$ cat config.mk
export PLATFORM = sky130hd
export DESIGN_NAME = fp_div_flat
export DESIGN_NICKNAME = d
export VERILOG_FILES = /design/src/rtl/fp_div_if.sv /design/src/rtl/fp_div.sv /design/src/flat_wrapper.sv
export SDC_FILE = /design/constraint.sdc
export NUM_CORES = 1
export LEC_CHECK = 0
export ABC_AREA = 1
export CORE_MARGIN = 3
export CORE_UTILIZATION = 55
export DETAILED_ROUTE_END_ITERATION = 12
export PLACE_DENSITY_LB_ADDON = 0.2
export REMOVE_ABC_BUFFERS = 1
export SETUP_SLACK_MARGIN = 0.5
export SYNTH_ARGS = -nofsm -noshare
export SYNTH_HDL_FRONTEND = slang
export SYNTH_SLANG_ARGS = --single-unit
export TNS_END_PERCENT = 10
$ cat constraint.sdc
create_clock -name clk -period 5.3 [get_ports clk]
set_input_delay 1.59 -clock clk [delete_from_list [all_inputs] [get_ports clk]]
set_output_delay 1.59 -clock clk [all_outputs]
set_load 0.05 [all_outputs]
$ cat src/rtl/fp_div_if.sv
// Handshake/operand bundle between a requester and the fp_div divider.
// Latency: none (wiring only).
// Backpressure: requester must hold off start while busy; starts seen during busy are dropped.
//
// Ports (master = requester, slave = divider):
//   start        request strobe, taken only while busy=0
//   flp_a/flp_b  dividend / divisor {sign,exp,frac}
//   quo          registered quotient, held until the next done
//   busy/done    busy spans the divide, done pulses one cycle with the result
//   ovf/unf/dbz  overflow-saturated / underflow-flushed / divide-by-zero flags
interface fp_div_if #(
  parameter int W = 32
);
  logic         start;
  logic [W-1:0] flp_a;
  logic [W-1:0] flp_b;
  logic [W-1:0] quo;
  logic         busy;
  logic         done;
  logic         ovf;
  logic         unf;
  logic         dbz;

  modport master (output start, flp_a, flp_b,
                  input  quo, busy, done, ovf, unf, dbz);
  modport slave  (input  start, flp_a, flp_b,
                  output quo, busy, done, ovf, unf, dbz);
endinterface

$ cat src/rtl/fp_div.sv
// Iterative single-precision divider (quo = flp_a / flp_b), restoring radix-2, round-to-nearest-even.
// Latency: fixed 27 cycles from the accepting edge to done, independent of operands.
// Backpressure: busy=1 for the whole divide; start while busy is ignored, start on the done cycle is taken.
//
// Ports: clk, reset_n (async active-low) plain; bus (fp_div_if.slave) carries
//   start/flp_a/flp_b in and quo/busy/done/ovf/unf/dbz out.
// Exponent field 0 is treated as zero; no NaN/Inf/subnormal handling, out-of-range results saturate or flush.
module fp_div #(
  parameter int EXP_W  = 8,
  parameter int FRAC_W = 23
) (
  input  logic   clk,
  input  logic   reset_n,
  fp_div_if.slave bus
);
  localparam int W     = 1 + EXP_W + FRAC_W;
  localparam int ITER  = FRAC_W + 3;          // quotient bits: hidden + frac + guard + one extra
  localparam int MW    = FRAC_W + 1;          // mantissa width with hidden bit
  localparam int CW    = $clog2(ITER);
  localparam int EW    = EXP_W + 2;           // signed exponent working width
  localparam int BIAS  = (1 << (EXP_W - 1)) - 1;
  localparam int EMAX  = (1 << EXP_W) - 1;

  localparam logic signed [EW-1:0] C_BIAS    = EW'(BIAS);
  localparam logic signed [EW-1:0] C_BIAS_M1 = EW'(BIAS - 1);
  localparam logic signed [EW-1:0] C_EMAX    = EW'(EMAX);
  localparam logic [CW-1:0]        C_LAST    = CW'(ITER - 1);

  typedef enum logic [1:0] {S_IDLE, S_DIV, S_NORM} state_t;

  state_t                r_state, w_state_nxt;
  logic                  r_sign;
  logic signed [EW-1:0]  r_eraw;
  logic                  r_a_zero, r_b_zero;
  logic [MW:0]           r_rem;               // one bit wider than div: rem < 2*div always
  logic [MW-1:0]         r_div;
  logic [ITER-1:0]       r_q;
  logic [CW-1:0]         r_cnt;
  logic [W-1:0]          r_quo;
  logic                  r_done, r_ovf, r_unf, r_dbz;

  logic [EXP_W-1:0]      w_ea, w_eb;
  logic                  w_ge;
  logic [MW:0]           w_rem_sub, w_rem_nxt;
  logic [FRAC_W-1:0]     w_frac;
  logic                  w_g, w_s, w_rnd;
  logic [FRAC_W:0]       w_frac_sum;
  logic signed [EW-1:0]  w_exp, w_exp_r;
  logic [W-1:0]          w_quo_nxt;
  logic                  w_ovf_nxt, w_unf_nxt, w_dbz_nxt;
  logic [W-1:0]          w_sat;

  assign w_ea = bus.flp_a[W-2:FRAC_W];
  assign w_eb = bus.flp_b[W-2:FRAC_W];

  // One restoring step; a subtracted remainder is always < div, so it fits before the shift.
  assign w_ge      = (r_rem >= {1'b0, r_div});
  assign w_rem_sub = r_rem - {1'b0, r_div};
  assign w_rem_nxt = w_ge ? {w_rem_sub[MW-1:0], 1'b0} : {r_rem[MW-1:0], 1'b0};

  // FSM state register
  always_ff @(posedge clk or negedge reset_n) begin
    if (!reset_n) r_state <= S_IDLE;
    else          r_state <= w_state_nxt;
  end

  always_comb begin
    w_state_nxt = r_state;
    case (r_state)
      S_IDLE:  if (bus.start) w_state_nxt = S_DIV;
      S_DIV:   if (r_cnt == C_LAST) w_state_nxt = S_NORM;
      S_NORM:  w_state_nxt = S_IDLE;
      default: w_state_nxt = S_IDLE;
    endcase
  end

  // Normalise, round and classify the finished quotient.
  always_comb begin
    w_sat = {r_sign, EXP_W'(EMAX - 1), {FRAC_W{1'b1}}};
    if (r_q[ITER-1]) begin
      // quotient in [1,2)
      w_frac = r_q[ITER-2:2];
      w_g    = r_q[1];
      w_s    = r_q[0] | (|r_rem);
      w_exp  = r_eraw + C_BIAS;
    end else begin
      // quotient in [0.5,1): shift left one, exponent one lower
      w_frac = r_q[ITER-3:1];
      w_g    = r_q[0];
      w_s    = |r_rem;
      w_exp  = r_eraw + C_BIAS_M1;
    end
    w_rnd      = w_g & (w_s | w_frac[0]);
    w_frac_sum = {1'b0, w_frac} + {{FRAC_W{1'b0}}, w_rnd};
    // carry out of the fraction leaves frac=0 and bumps the exponent
    w_exp_r    = w_exp + $signed({{(EW-1){1'b0}}, w_frac_sum[FRAC_W]});

    w_quo_nxt = {r_sign, w_exp_r[EXP_W-1:0], w_frac_sum[FRAC_W-1:0]};
    w_ovf_nxt = 1'b0;
    w_unf_nxt = 1'b0;
    w_dbz_nxt = 1'b0;
    if (r_b_zero) begin
      w_quo_nxt = w_sat;
      w_dbz_nxt = 1'b1;
    end else if (r_a_zero) begin
      w_quo_nxt = {r_sign, {(W-1){1'b0}}};
    end else if (!w_exp_r[EW-1] && (w_exp_r >= C_EMAX)) begin
      w_quo_nxt = w_sat;
      w_ovf_nxt = 1'b1;
    end else if (w_exp_r[EW-1] || (w_exp_r == '0)) begin
      w_quo_nxt = {r_sign, {(W-1){1'b0}}};
      w_unf_nxt = 1'b1;
    end
  end

  always_ff @(posedge clk or negedge reset_n) begin
    if (!reset_n) begin
      r_sign   <= 1'b0;
      r_eraw   <= '0;
      r_a_zero <= 1'b0;
      r_b_zero <= 1'b0;
      r_rem    <= '0;
      r_div    <= '0;
      r_q      <= '0;
      r_cnt    <= '0;
      r_quo    <= '0;
      r_done   <= 1'b0;
      r_ovf    <= 1'b0;
      r_unf    <= 1'b0;
      r_dbz    <= 1'b0;
    end else begin
      r_done <= 1'b0;
      case (r_state)
        S_IDLE: begin
          if (bus.start) begin
            r_sign   <= bus.flp_a[W-1] ^ bus.flp_b[W-1];
            r_eraw   <= $signed({2'b00, w_ea}) - $signed({2'b00, w_eb});
            r_a_zero <= (w_ea == '0);
            r_b_zero <= (w_eb == '0);
            r_rem    <= {2'b01, bus.flp_a[FRAC_W-1:0]};
            r_div    <= {1'b1, bus.flp_b[FRAC_W-1:0]};
            r_q      <= '0;
            r_cnt    <= '0;
            r_ovf    <= 1'b0;
            r_unf    <= 1'b0;
            r_dbz    <= 1'b0;
          end
        end
        S_DIV: begin
          r_q   <= {r_q[ITER-2:0], w_ge};
          r_rem <= w_rem_nxt;
          r_cnt <= r_cnt + 1'b1;
        end
        S_NORM: begin
          r_quo  <= w_quo_nxt;
          r_ovf  <= w_ovf_nxt;
          r_unf  <= w_unf_nxt;
          r_dbz  <= w_dbz_nxt;
          r_done <= 1'b1;
        end
        default: ;
      endcase
    end
  end

  assign bus.quo  = r_quo;
  assign bus.busy = (r_state != S_IDLE);
  assign bus.done = r_done;
  assign bus.ovf  = r_ovf;
  assign bus.unf  = r_unf;
  assign bus.dbz  = r_dbz;
endmodule

$ cat src/flat_wrapper.sv
// flat-port wrapper written by rule: the top's interface ports become plain ports
module fp_div_flat 
#(
  parameter int EXP_W  = 8,
  parameter int FRAC_W = 23
)
  (clk, reset_n, bus_start, bus_flp_a, bus_flp_b, bus_quo, bus_busy, bus_done, bus_ovf, bus_unf, bus_dbz);
  fp_div_if #(.W(32)) bus_i ();
  input  logic clk;
  input  logic reset_n;
  input wire logic [$bits(bus_i.start)-1:0] bus_start;
  input wire logic [$bits(bus_i.flp_a)-1:0] bus_flp_a;
  input wire logic [$bits(bus_i.flp_b)-1:0] bus_flp_b;
  output wire logic [$bits(bus_i.quo)-1:0] bus_quo;
  output wire logic [$bits(bus_i.busy)-1:0] bus_busy;
  output wire logic [$bits(bus_i.done)-1:0] bus_done;
  output wire logic [$bits(bus_i.ovf)-1:0] bus_ovf;
  output wire logic [$bits(bus_i.unf)-1:0] bus_unf;
  output wire logic [$bits(bus_i.dbz)-1:0] bus_dbz;
  assign bus_i.start = bus_start;
  assign bus_i.flp_a = bus_flp_a;
  assign bus_i.flp_b = bus_flp_b;
  assign bus_quo = bus_i.quo;
  assign bus_busy = bus_i.busy;
  assign bus_done = bus_i.done;
  assign bus_ovf = bus_i.ovf;
  assign bus_unf = bus_i.unf;
  assign bus_dbz = bus_i.dbz;
  fp_div #(.EXP_W(EXP_W), .FRAC_W(FRAC_W)) u_core (.clk(clk), .reset_n(reset_n), .bus(bus_i));
endmodule
; After elaboration in Yosys (flattened, before gate mapping)
; Index checks and enable logic that the tools add are counted.
[classes]
mux = 31
magnitude_cmp = 2
bitwise = 4
n_addsub = 7
n_eq_ne = 5
n_reduce_logical = 15
[ops]
columns = operator, count
row1 = two-way mux 31 bit, 4
row2 = case mux 26 bit (2 select lines), 1
row3 = two-way mux 25 bit, 2
row4 = case mux 25 bit (2 select lines), 1
row5 = two-way mux 26 bit, 1
row6 = greater-or-equal comparator 25 x 24 -> 1 bit, 1
row7 = OR reduction 25 bit, 1
row8 = adder 23 x 1 -> 24 bit, 1
row9 = subtractor 24 bit, 1
row10 = two-way mux 23 bit, 1
row11 = "adder 10 x 8 -> 10 bit, second input constant", 2
row12 = zero test 8 bit, 2
row13 = two-way mux 1 bit, 12
row14 = adder 10 x 2 -> 10 bit, 1
row15 = "greater-or-equal comparator 10 x 9 -> 1 bit, second input constant", 1
row16 = zero test 10 bit, 1
row17 = two-way mux 10 bit, 1
row18 = case mux 5 bit (2 select lines), 1
row19 = subtractor 8 x 8 -> 9 bit, 1
row20 = AND reduction 2 bit, 4
row21 = case mux 1 bit (2 select lines), 3
row22 = nonzero test 2 bit, 3
row23 = "adder 5 x 1 -> 5 bit, second input constant", 1
row24 = "== test 5 bit, second input constant", 1
row25 = 14 further kinds, 16
[word_totals]
in_bits = 67
word_cells = 78
ff_bits = 131
out_inout_bits = 37

; Depth between registers and ports, before layout
; Gate-level depths: netlist of the first run.
[logic_depth]
word_depth = 14
depth_mapped = 30
depth_no_buf = 26

; Worst setup path after synthesis of the first run
; OpenSTA, ideal clock, no wires.
[synth_timing]
kind = register to register
from = register u_core.r_q[25]
to = register u_core.r_quo[24] (netlist: u_core.bus.quo[24])
path_stages_with_launch = 27
setup_slack_ps = 2018
t_arrival_ps = 3166
setup_ps = 117
period_less_slack_ps = 3282
path_cell_list = dfrtp_1 buf_6 buf_12 o21ai_2 nand2_2 nor2_4 nand2_2 nor2_4 nand2_2 nor2_2 nand4_1 nor4_1 ha_1 ha_1 nand2_2 nor2_4 nand4_1 nand2_1 inv_2 nor2_1 nand3_2 buf_6 buf_6 nand3_1 nand2_1 nand2_1 nand2_1
[synth_between]
elab_chain_cells = 11
[synth_lines]
columns = item, line
row1 = from (decl), fp_div.sv:37  ; logic [ITER-1:0] r_q;
row2 = from (signal assigned), fp_div.sv:150  ; r_q <= {r_q[ITER-2:0], w_ge};
row3 = two-way mux 1 bit or two-way mux 23 bit (tied branches), fp_div.sv:80  ; if (r_q[ITER-1]) begin
row4 = OR 1 bit, fp_div.sv:93  ; w_rnd = w_g & (w_s | w_frac[0]);
row5 = bitwise AND 1 bit, fp_div.sv:93
row6 = adder 23 x 1 -> 24 bit, fp_div.sv:94  ; w_frac_sum = {1'b0, w_frac} + {{FRAC_W{1'b0}}, w_rnd};
row7 = adder 10 x 2 -> 10 bit *, fp_div.sv:96  ; w_exp_r = w_exp + $signed({{(EW-1){1'b0}}, w_frac_sum[FRAC_W]});
row8 = "parallel branches: the longest is 3 deep, another holds greater-or-equal comparator 10 x 9 -> 1 bit", -
row9 = two-way mux 31 bit *, fp_div.sv:107  ; end else if (!w_exp_r[EW-1] && (w_exp_r >= C_EMAX)) begin
row10 = two-way mux 31 bit *, fp_div.sv:105  ; end else if (r_a_zero) begin
row11 = two-way mux 31 bit *, fp_div.sv:102  ; if (r_b_zero) begin
row12 = to (signal assigned), fp_div.sv:155  ; r_quo <= w_quo_nxt;
row13 = to (decl), fp_div.sv:39  ; logic [W-1:0] r_quo;
; Mark *: on every way between the ends.
; A chain may end at the register's enable or synchronous reset.

; Final worst setup path of the first run
[layout_timing]
from = register u_core.r_q[25]
to = register u_core.r_quo[27] (netlist: u_core.bus.quo[27])
; The elaborated chain is that of the path after synthesis.

==> results.yml, run 1 <==
setup_path:
  critical_path.max_fanout: 60
  worst-r2r-cell-count: 25
  r2r_start: "u_core.r_q[25]"
  timing.reg2reg.setup_slack_ps: 1030
  data_required_time_at_the_worst_endpoint_ps: 5620
  timing.setup.critical_path_class: "reg -> reg"
  r2r_end: "u_core.bus.quo[27]"
  endpoint_kind: "register"
  critPathArrivalTime_ps: 4600
  worst_setup_path_start_kind: "register"
worst_hold_path:
  hold_start: "u_core.bus.dbz"
  hold_path_end: "u_core.bus.dbz"
  hp_class: "reg -> reg"
  hold_depth: 2
die:
  ioPinCount: 104
  design.die.area_um2: 18610
  fp-row-count: 47
  chipHeight_um: 136.4
  initial_utilization_pct: 56.20
  die-width_um: 136.4
  coreArea_um2: 16640
power_and_ir_drop:
  worst_ir_drop_vdd_uv: 394.0
  cellLeakagePower_nw: 5.564
  power_density_cells_nw_per_um2: 715.6
  fin_total_pwr_mw: 7.972
clock_tree:
  cts_tree: "yes"
  clockBufferDepth: 2
  clock_latency_ps: 440
  h-tree-depth: 4
  clock_tree.root_cell: "sky130_fd_sc_hd__clkbuf_16"
  postCtsSetupRepairBufs: 0
  clock_sinks: 130
  cts_buffers: 17
  clk_pin_slew_worst_paths_ps: 60
route:
  routed_wl_mm: 23.47
  dr.pass1.iters: 6
  drc: 0
  route.antenna.remaining_nets: 0
  detail_route.wl_per_cell_um: 13.88
  drt_first_iter_violations: 658
  viasPerCell: 5.221
  dr_total_vias: 8829
synth:
  ys_top_cells_by_area: "sky130_fd_sc_hd__dfrtp_1, sky130_fd_sc_hd__nand2_1, sky130_fd_sc_hd__inv_1"
  syn_inst: 1371
  postSynthAreaPerCell_um2: 6.822
  synth.top_cell.area_share_pct: 34.78
  ys_seq_elements: 130
  postSynth.asyncResetShare_pct: 100.0
  ys_dominant_reg_cell: "sky130_fd_sc_hd__dfrtp_1"
  post_synth_num_cell_types: 44
  leading_cell_type_by_number_of_instances_after_synthesis: "sky130_fd_sc_hd__nand2_1"
  synth_common_cells: "sky130_fd_sc_hd__nand2_1, sky130_fd_sc_hd__inv_1, sky130_fd_sc_hd__dfrtp_1"
  yosysWarnings: 0
  yosysSeqAreaShare_pct: 34.78
  syn-cell-area_um2: 9353
  synth_edf_count: 0
  synth_top_area_cell: "sky130_fd_sc_hd__dfrtp_1"
place:
  detailed_place_hpwl_mm: 17.17
  placed_cell_area_um2: 10500
  place.detailed.instances: 1659
  io_buffer_count: 103
  gp_congestion: 0.9701
  pre_cts_ws_ps: 896.5
global_route:
  maximum_number_of_pins_on_one_net_before_global_route_repair: 63
  grt_first_pass_wirelength_mm: 39.75
  antenna_found_initial: 0
  grt_pass1_vias: 8485
  grt.total_usage_pct: 26.58
  grt_overflow_total: 0
cells_and_area:
  layout.nets: 1567
  layoutNonFillerInstCount: 1691
  layout-drive-gt1-share_pct: 6.050
  synthToLayoutAreaGrowth_pct: 19.10
  design_area_um2: 11140
  final_core_utilization_pct: 66.93
  antenna_cells: 0
sta:
  max_slew.worst_pin.slew_ps: 1077
  maxClockFrequency_mhz: 234.0
  final_hold_viol_count: 0
  final_period_minus_worst_setup_slack_ps: 4273
  count_of_pins_over_their_slew_limit: 0
  worst_hold_slack_ps: 476.1
  finalClockSkew_ps: 8.494
  number_of_endpoints_failing_setup_at_the_final_stage: 0
  tcrit_tclk_final_pct: 80.62
  rsz0062_at_grt: "no"
  worst_slew_margin_rel_pct: 28.05
  tns_ps: 0
  worst_slack_ps: 1027
run:
  drv_cap: 0
status:
  status: "finished, final reports clean"
## layout by cell type, fill, tap and decap left out, types with 2 or more instances in the layout
| cell | synthesis | routed |
|---|---|---|
| sky130_fd_sc_hd__bufinv_16 | 0 | 4 |
| sky130_fd_sc_hd__xor2_1 | 24 | 24 |
| sky130_fd_sc_hd__o21ai_1 | 8 | 8 |
| sky130_fd_sc_hd__a21oi_1 | 36 | 36 |
| sky130_fd_sc_hd__o21bai_1 | 3 | 3 |
| sky130_fd_sc_hd__nor3_1 | 12 | 12 |
| sky130_fd_sc_hd__nor2_1 | 90 | 89 |
| sky130_fd_sc_hd__nand3_2 | 5 | 5 |
| sky130_fd_sc_hd__nor2_4 | 4 | 4 |
| sky130_fd_sc_hd__nand2_2 | 10 | 10 |
| sky130_fd_sc_hd__xnor2_1 | 17 | 17 |
| sky130_fd_sc_hd__nand3b_1 | 4 | 4 |
| sky130_fd_sc_hd__o31ai_1 | 6 | 6 |
| sky130_fd_sc_hd__clkdlybuf4s50_1 | 0 | 102 |
| sky130_fd_sc_hd__buf_4 | 1 | 15 |
| sky130_fd_sc_hd__fa_1 | 2 | 2 |
| sky130_fd_sc_hd__clkinvlp_4 | 0 | 3 |
| sky130_fd_sc_hd__a2bb2oi_1 | 7 | 7 |
| sky130_fd_sc_hd__a21o_1 | 6 | 6 |
| sky130_fd_sc_hd__o21ai_0 | 96 | 96 |
| sky130_fd_sc_hd__inv_6 | 0 | 3 |
| sky130_fd_sc_hd__nor2_2 | 3 | 4 |
| sky130_fd_sc_hd__clkbuf_16 | 0 | 17 |
| sky130_fd_sc_hd__or2_2 | 2 | 2 |
| sky130_fd_sc_hd__dfrtp_1 | 130 | 129 |
| sky130_fd_sc_hd__o21ai_2 | 9 | 9 |
| sky130_fd_sc_hd__nand3_1 | 84 | 84 |
| sky130_fd_sc_hd__nor4_1 | 8 | 8 |
| sky130_fd_sc_hd__nand4_1 | 29 | 29 |
| sky130_fd_sc_hd__clkinv_4 | 0 | 2 |
| sky130_fd_sc_hd__o22ai_1 | 28 | 28 |
| sky130_fd_sc_hd__nand2_1 | 423 | 423 |
| sky130_fd_sc_hd__clkinv_1 | 3 | 2 |
| sky130_fd_sc_hd__inv_2 | 3 | 4 |
| sky130_fd_sc_hd__a21boi_0 | 4 | 4 |
| sky130_fd_sc_hd__ha_1 | 40 | 40 |
| sky130_fd_sc_hd__inv_1 | 218 | 218 |
## flip-flops by register name (all words and copies together) (netlist names)
name / cells
u_core.bus.ovf: 1
u_core.r_sign: 1
u_core.r_a_zero: 1
u_core.bus.unf: 1
u_core.r_q: 26
u_core.r_div: 24
u_core.r_cnt: 5
u_core.r_eraw: 9
u_core.r_rem: 25
u_core.r_b_zero: 1
u_core.r_state: 2
u_core.bus.dbz: 1
u_core.bus.quo: 32
u_core.bus.done: 1
## worst max-delay path: stages (launching register included)
cell                      delay, ps
sky130_fd_sc_hd__dfrtp_4        700
sky130_fd_sc_hd__o21ai_1        420
sky130_fd_sc_hd__nand2_1        160
sky130_fd_sc_hd__nor2_4         140
sky130_fd_sc_hd__nand2_2        100
sky130_fd_sc_hd__nor2_4         110
sky130_fd_sc_hd__nand2_2         70
sky130_fd_sc_hd__nor2_2         130
sky130_fd_sc_hd__nand4_1        120
sky130_fd_sc_hd__nor4_1         260
sky130_fd_sc_hd__ha_1           230
sky130_fd_sc_hd__inv_1           40
sky130_fd_sc_hd__nor2_1         130
sky130_fd_sc_hd__nand2_2         90
sky130_fd_sc_hd__inv_1          100
sky130_fd_sc_hd__nand2_2         80
sky130_fd_sc_hd__nor2_2         130
sky130_fd_sc_hd__nand2_1         70
sky130_fd_sc_hd__nand2_1         50
sky130_fd_sc_hd__nand2_1         70
sky130_fd_sc_hd__inv_2           60
sky130_fd_sc_hd__nand3_2        450
sky130_fd_sc_hd__nand3_1        260
sky130_fd_sc_hd__nand2_1         80
sky130_fd_sc_hd__nand2_1         60
sky130_fd_sc_hd__nand2_1         50
## kinds of logic after synthesis
group                      Yosys count  synth area share, %
xor gates and xnor gates            41                3.839
adders and majority gates           42                5.779
muxes                                1               0.1070
buffers and inverters              273                11.88
and+or+nand+nor                    676                30.78
AOI/OAI and AO/OA                  208                12.83
DFF                                130                34.78
## repair_timing
action,CTS,global route
hold buffers,0,0
resized for setup,0,1
endpoints found under the setup margin,0,30
## worst max-delay path by stage
| stage | endpoint | slack (ps) | depth (start not counted) | startpoint |
|---|---|---|---|---|
| floorplan | u_core.r_rem[10] | 330 | 8 | bus_start |
| global placement | u_core.bus.quo[8] | 1030 | 23 | u_core.r_q[25] |
| detailed placement | u_core.bus.quo[0] | 900 | 23 | u_core.r_q[25] |
| CTS | u_core.bus.quo[27] | 810 | 26 | u_core.r_q[25] |
| global route | u_core.bus.quo[0] | 540 | 24 | u_core.r_q[25] |
| finish | u_core.bus.quo[27] | 1030 | 25 | u_core.r_q[25] |
## routing by layer
| layer | part of all wire (%) | GRT usage, % | up-vias | routed length [um] |
|---|---|---|---|---|
| met1 | 44 | 33.97 | 4057 | 10310 |
| met5 | 0 | 0 | - | 0 |
| li1 | - | - | 4546 | - |
| met2 | 50 | 46.37 | 182 | 11750 |
| met3 | 3.9 | 3.701 | 44 | 910 |
| met4 | 2.1 | 8.791 | 0 | 499 |
## power by group
group	internal [mW]	switching, mW
logic	1.75	3.19
registers	1.43	0.310
clock network	0.807	0.487
total	3.98	3.99
## layout make-up
cell class,count,area [um2]
Fill cell,1512,5503
Multi-Input combinational cell,968,4991
Sequential cell,130,3257
Timing Repair Buffer,117,1134
Inverter,224,840.8
Clock buffer,18,439.2
Tap cell,220,275.3
Clock inverter,14,202.7
Power figures use the tool's default switching activity.
==> inputs of run 2 (changes only) <==
==> constraint.sdc (replaced) <==
create_clock -name clk -period 4.28 [get_ports clk]
set_input_delay 1.284 -clock clk [delete_from_list [all_inputs] [get_ports clk]]
set_output_delay 1.284 -clock clk [all_outputs]
set_load 0.05 [all_outputs]
==> run 2 against run 1 <==
  * Hold slack worse by 8.4 ps
  * Core utilization is 2.3 points higher
  * Sequential share of layout area is 0.98 points lower
  * Clock-buffer cell count is 2 higher
  * Sequential power is 22% higher
  * Sequential cell count stayed put
  * Power is 30% higher
  * Critical path depth stayed put
==> results.yml, run 2 (synthesized netlist as in run 1, its figures left out) <==
status:
  status: "finished, final reports clean"
sta:
  finalClockSkew_ps: 11.15
  final_period_minus_worst_setup_slack_ps: 3652
  final_hold_viol_count: 0
  number_of_endpoints_failing_setup_at_the_final_stage: 0
  max_slew.worst_pin.slew_ps: 1054
  count_of_pins_over_their_slew_limit: 0
  rsz0062_at_grt: "no"
  tns_ps: 0
  maxClockFrequency_mhz: 273.8
  worst_slew_margin_rel_pct: 29.54
  tcrit_tclk_final_pct: 85.33
setup_path:
  worst_path_max_delay_cell: "sky130_fd_sc_hd__dfrtp_4"
  timing.reg2reg.setup_slack_ps: 630
  worst-r2r-cell-count: 25
  largest_stage_delay_worst_path_ps: 510
  critical_path.max_fanout: 29
  r2r_end: "u_core.bus.quo[29]"
  crit_buf_inv: 3
  endpoint_kind: "register"
  worstSetupPathDepth: 25
  r2r_start: "u_core.r_q[25]"
  critical-path-top-delay-family: "simple AND/OR/NAND/NOR gates"
  data_required_time_at_the_worst_endpoint_ps: 4600
  worst_setup_path_start_kind: "register"
  critPathArrivalTime_ps: 3970
  critical-path-top-cell-by-count: "sky130_fd_sc_hd__nand2_2"
  timing.setup.critical_path_class: "reg -> reg"
global_route:
  maximum_number_of_pins_on_one_net_before_global_route_repair: 81
  grt.total_usage_pct: 26.81
  antenna_found_initial: 0
  grt_pass1_vias: 8405
  grt_overflow_total: 0
  grt_first_pass_wirelength_mm: 40.36
clock_tree:
  cts_hold_buf: 0
  clockBufferDepth: 2
  clk_pin_slew_worst_paths_ps: 60
  cts_buffers: 17
  h-tree-depth: 4
  clock_tree.root_cell: "sky130_fd_sc_hd__clkbuf_16"
  cts_tree: "yes"
  clock_sinks: 130
  clock_latency_ps: 440
worst_hold_path:
  hold_depth: 2
  hold_path_end: "u_core.r_div[23]"
  hp_class: "reg -> reg"
  hold_start: "u_core.r_div[23]"
die:
  fp-row-count: 47
  die-width_um: 136.4
  initial_utilization_pct: 56.20
  ioPinCount: 104
  design.die.area_um2: 18610
  coreArea_um2: 16640
  chipHeight_um: 136.4
cells_and_area:
  antenna_cells: 0
  layout-drive-gt1-share_pct: 8.188
  largest_reg_flops: 32
  final_common_cell: "sky130_fd_sc_hd__nand2_1"
  final_cell_mix: "sky130_fd_sc_hd__nand2_1, sky130_fd_sc_hd__inv_1, sky130_fd_sc_hd__dfrtp_1, sky130_fd_sc_hd__clkdlybuf4s50_1, sky130_fd_sc_hd__o21ai_0"
  synthToLayoutAreaGrowth_pct: 23.25
  layout.nets: 1586
  design_area_um2: 11530
power_and_ir_drop:
  cellInternalPower_mw: 5.238
  power_density_cells_nw_per_um2: 897.9
  p_sw_mw: 5.113
  fin_total_pwr_mw: 10.35
  clkPwrFrac_pct: 15.4
  power.sequential.fraction_pct: 20.5
  cellLeakagePower_nw: 5.740
  worst_ir_drop_vdd_uv: 445.1
  p_sw_share_pct: 49.40
  power.share.combinational_pct: 64.1
route:
  routed_wl_mm: 25.01
  dr.pass1.iters: 6
  route.antenna.remaining_nets: 0
  viasPerCell: 5.318
  drt_first_iter_violations: 552
  dr_total_vias: 9094
  drc: 0
  detail_route.wl_per_cell_um: 14.62
run:
  drv_cap: 0
place:
  io_buffer_count: 103
  detailed_place_hpwl_mm: 17.49
  placed_cell_area_um2: 10570
  gp_congestion: 0.9595
==> run 2: changes by cell type in the layout (fill, tap and decap cells not counted), sizes merged <==
cell / before / now
inv: 226 / 224
clkbuf: 18 / 22
buf: 15 / 32
==> run 2: power groups by stage <==
stage	Combinational [mW]	Sequential, mW	Clock [mW]
after floorplan	4.21	2.43	0
after global placement	6.06	2.13	0
after detailed placement	6.13	2.15	0
after CTS	6.20	2.14	1.60
after global routing	7.45	2.18	1.65
final	6.64	2.12	1.59
==> run 2: cell type report <==
type                    count  area [um2]
clock buffers              20       456.7
clock inverters            12       178.9
fillers                  1471        5115
inverters                 224       840.8
multi-input cells         968        5097
flip-flops and latches    130        3257
well taps                 220       275.3
repair buffers            136        1421
==> run 2: worst max-delay path by stage <==
| stage | start | to | slack [ps] |
|---|---|---|---|
| after detailed placement | u_core.r_q[25] | u_core.bus.quo[9] | 380 |
| after global placement | u_core.r_q[25] | u_core.bus.quo[8] | 580 |
| after global routing | u_core.r_q[25] | u_core.bus.quo[29] | 410 |
| after floorplan | u_core.r_q[25] | u_core.bus.quo[0] | -510 |
| after CTS | u_core.r_q[25] | u_core.bus.quo[24] | 580 |
| final | u_core.r_q[25] | u_core.bus.quo[29] | 630 |
==> run 2: per-layer routing <==
layer | vias up | share of wire, % | GRT usage [%]
met4 | 0 | 2.5 | 8.791
li1 | 4573 | - | -
met2 | 231 | 50 | 46.59
met3 | 48 | 4.2 | 4.885
met5 | - | 0 | 0
met1 | 4242 | 43 | 33.69
==> run 2: repair_timing <==
| item | CTS | global route |
|---|---|---|
| cloned | 0 | 3 |
| buffers inserted | 0 | 14 |
| pin swaps | 0 | 14 |
| endpoints found under the setup margin | 32 | 32 |
| resized for setup | 3 | 31 |
==> run 2: worst min-delay path, stage by stage (launching register included) <==
cell and delay, ps:
sky130_fd_sc_hd__dfrtp_1 320, sky130_fd_sc_hd__inv_1 50, sky130_fd_sc_hd__nand2_1 60
==> run 2: per-stage QoR <==
step | hold WS (ps) | setup slack, ps | cells | util, %
after global placement | 445.1 | 576.1 | 1661 | 63.53
after detailed placement | 451.3 | 381.8 | 1661 | 63.53
after global routing | 499.0 | 411.5 | 1710 | 69.27
final | 467.6 | 627.7 | 1710 | 69.27
after CTS | 468.2 | 578.9 | 1693 | 67.45
after floorplan | 426.4 | -510.8 | 1322 | -
==> inputs of run 3 (changes only) <==
--- a/config.mk
+++ b/config.mk
@@ -6,8 +6,10 @@
 export NUM_CORES = 1
 export LEC_CHECK = 0
 export ABC_AREA = 1
+export CAP_MARGIN = 20
 export CORE_MARGIN = 3
 export CORE_UTILIZATION = 55
+export CTS_BUF_LIST = sky130_fd_sc_hd__clkbuf_16
 export DETAILED_ROUTE_END_ITERATION = 12
 export PLACE_DENSITY_LB_ADDON = 0.2
 export REMOVE_ABC_BUFFERS = 1
==> run 3 against run 2 <==
  * Sequential power hardly changed
  * Register-to-register slack about the same
  * Final cell count grew 0.12%
  * Die area did not move
  * First-iteration DRC count up 3.8%
  * Maximum frequency increased by 0.37%
  * Highest routed layer unchanged
==> results.yml, run 3 (synthesized netlist as in run 1, its figures left out) <==
sta:
  tcrit_tclk_final_pct: 85.02
  finalClockSkew_ps: 12.94
  worst_hold_slack_ps: 466.5
  final_hold_viol_count: 0
  worst_slew_margin_rel_pct: 50.31
  final_period_minus_worst_setup_slack_ps: 3639
  count_of_pins_over_their_slew_limit: 0
  max_slew.worst_pin.slew_ps: 742.7
  number_of_endpoints_failing_setup_at_the_final_stage: 0
  rsz0062_at_grt: "no"
  maxClockFrequency_mhz: 274.8
setup_path:
  timing.setup.critical_path_class: "reg -> reg"
  endpoint_kind: "register"
  critical_path.max_fanout: 29
  data_required_time_at_the_worst_endpoint_ps: 4600
  worst_setup_path_start_kind: "register"
  worst-r2r-cell-count: 25
  critPathArrivalTime_ps: 3950
clock_tree:
  clock_tree.root_cell: "sky130_fd_sc_hd__clkbuf_16"
  clock_latency_ps: 440
  h-tree-depth: 4
  clock_sinks: 130
  clk_pin_slew_worst_paths_ps: 60
  clockBufferDepth: 2
  cts_tree: "yes"
  cts_hold_buf: 0
  cts_buffers: 17
route:
  dr.pass1.iters: 7
  route.antenna.remaining_nets: 0
  dr_total_vias: 9101
  viasPerCell: 5.316
  detail_route.wl_per_cell_um: 14.59
  routed_wl_mm: 24.99
  drc: 0
  drt_first_iter_violations: 573
power_and_ir_drop:
  power_density_cells_nw_per_um2: 892.7
  cellLeakagePower_nw: 5.763
  fin_total_pwr_mw: 10.33
  worst_ir_drop_vdd_uv: 444.8
run:
  drv_cap: 0
cells_and_area:
  final_core_utilization_pct: 69.52
  seqCellArea_um2: 3257
  layoutNonFillerInstCount: 1712
  final_common_cell: "sky130_fd_sc_hd__nand2_1"
  multiInputGateArea_um2: 5105
  synthToLayoutAreaGrowth_pct: 23.71
  num-fill-cells: 1464
  layout-drive-gt1-share_pct: 8.244
  layout.nets: 1588
  largest_reg_flops: 32
  design_area_um2: 11570
  final_cell_mix: "sky130_fd_sc_hd__nand2_1, sky130_fd_sc_hd__inv_1, sky130_fd_sc_hd__dfrtp_1, sky130_fd_sc_hd__clkdlybuf4s50_1, sky130_fd_sc_hd__o21ai_0"
  antenna_cells: 0
global_route:
  grt_overflow_total: 0
  grt.total_usage_pct: 26.83
  maximum_number_of_pins_on_one_net_before_global_route_repair: 81
  antenna_found_initial: 0
  grt_pass1_vias: 8441
  grt_first_pass_wirelength_mm: 40.43
status:
  status: "finished, final reports clean"
die:
  coreArea_um2: 16640
  design.die.area_um2: 18610
  initial_utilization_pct: 56.20
  ioPinCount: 104
  chipHeight_um: 136.4
  die-width_um: 136.4
  fp-row-count: 47
worst_hold_path:
  hp_class: "reg -> reg"
  hold_depth: 2
place:
  detailed_place_hpwl_mm: 17.49
  place.detailed.instances: 1661
  io_buffer_count: 103
  placed_cell_area_um2: 10570
  gp_congestion: 0.9595
[run 3: cell types whose count changed in the layout (fill, tap and decap cells not counted)]
cell and delta:
sky130_fd_sc_hd__inv_1 +1, sky130_fd_sc_hd__buf_16 +2, sky130_fd_sc_hd__ha_1 -1, sky130_fd_sc_hd__nand2_2 -1
sky130_fd_sc_hd__nand2_4 +1, sky130_fd_sc_hd__ha_2 +1, sky130_fd_sc_hd__clkbuf_8 -2, sky130_fd_sc_hd__clkbuf_1 -1
sky130_fd_sc_hd__clkinv_1 +2
[run 3: final cells by class]
cell class                      count  share of cell area [%]
Timing Repair Buffer              138                   12.76
Clock inverter                     15                   1.644
Clock buffer                       17                   3.677
Tap cell                          220                   2.379
Inverter                          224                   7.267
Multi-Input combinational cell    968                   44.12
Sequential cell                   130                   28.15
[run 3: per-stage QoR]
step | setup TNS, ps | setup slack [ps]
floorplan | -24310 | -510.8
global placement | 0 | 576.1
detailed placement | 0 | 381.8
CTS | 0 | 578.9
global route | 0 | 444.0
finish | 0 | 641.3
[run 3: final timing paths]
check | start | end | slack [ps]
max | u_core.r_q[25] | u_core.bus.quo[29] | 640
max in group asynchronous | reset_n | u_core.r_rem[17] | 2620
min | u_core.r_div[23] | u_core.r_div[23] | 470
min reg2reg | u_core.r_div[23] | u_core.r_div[23] | 470
min in group asynchronous | reset_n | u_core.bus.ovf | 810
max reg2reg | u_core.r_q[25] | u_core.bus.quo[29] | 640
[run 3: routing by layer]
| metal | vias up | track usage, % | part of all wire, % |
|---|---|---|---|
| li1 | 4584 | - | - |
| met1 | 4269 | 33.77 | 44 |
| met2 | 206 | 46.95 | 51 |
| met3 | 42 | 4.774 | 3.6 |
| met4 | 0 | 8.231 | 2.1 |
| met5 | - | 0 | 0 |
[run 3: where the power goes]
group          switching (mW)  leakage (nW)  total [mW]  internal, mW
logic                    4.19          3.96        6.65          2.47
registers               0.349          1.51        2.12          1.77
clock network           0.586         0.296        1.56         0.969
[run 3: critical path: stages (launching register included)]
cell and delay, ps:
sky130_fd_sc_hd__dfrtp_4 510, sky130_fd_sc_hd__buf_8 180, sky130_fd_sc_hd__o21ai_2 190, sky130_fd_sc_hd__nand2_2 80
sky130_fd_sc_hd__nor2_4 140, sky130_fd_sc_hd__nand2_4 80, sky130_fd_sc_hd__nor2_4 120, sky130_fd_sc_hd__nand2_2 80
sky130_fd_sc_hd__nor2_4 100, sky130_fd_sc_hd__nand4_1 120, sky130_fd_sc_hd__nor4_2 310, sky130_fd_sc_hd__ha_2 250
sky130_fd_sc_hd__inv_1 50, sky130_fd_sc_hd__nor2_2 110, sky130_fd_sc_hd__nand2_2 90, sky130_fd_sc_hd__nor2_2 110
sky130_fd_sc_hd__nand3_1 110, sky130_fd_sc_hd__nand2_2 120, sky130_fd_sc_hd__nand3_1 80, sky130_fd_sc_hd__nor2_2 120
sky130_fd_sc_hd__nand3_2 90, sky130_fd_sc_hd__buf_12 180, sky130_fd_sc_hd__nand3_1 90, sky130_fd_sc_hd__nand2_1 80
sky130_fd_sc_hd__nand2_1 60, sky130_fd_sc_hd__nand2_1 50
[run 3: repair_timing]
action	4_1_cts	5_1_grt
hold endpoints to repair	0	0
gates cloned	0	3
resized for setup	3	33
setup endpoints to repair	32	32
setup buffers	0	14
pin swaps	0	14
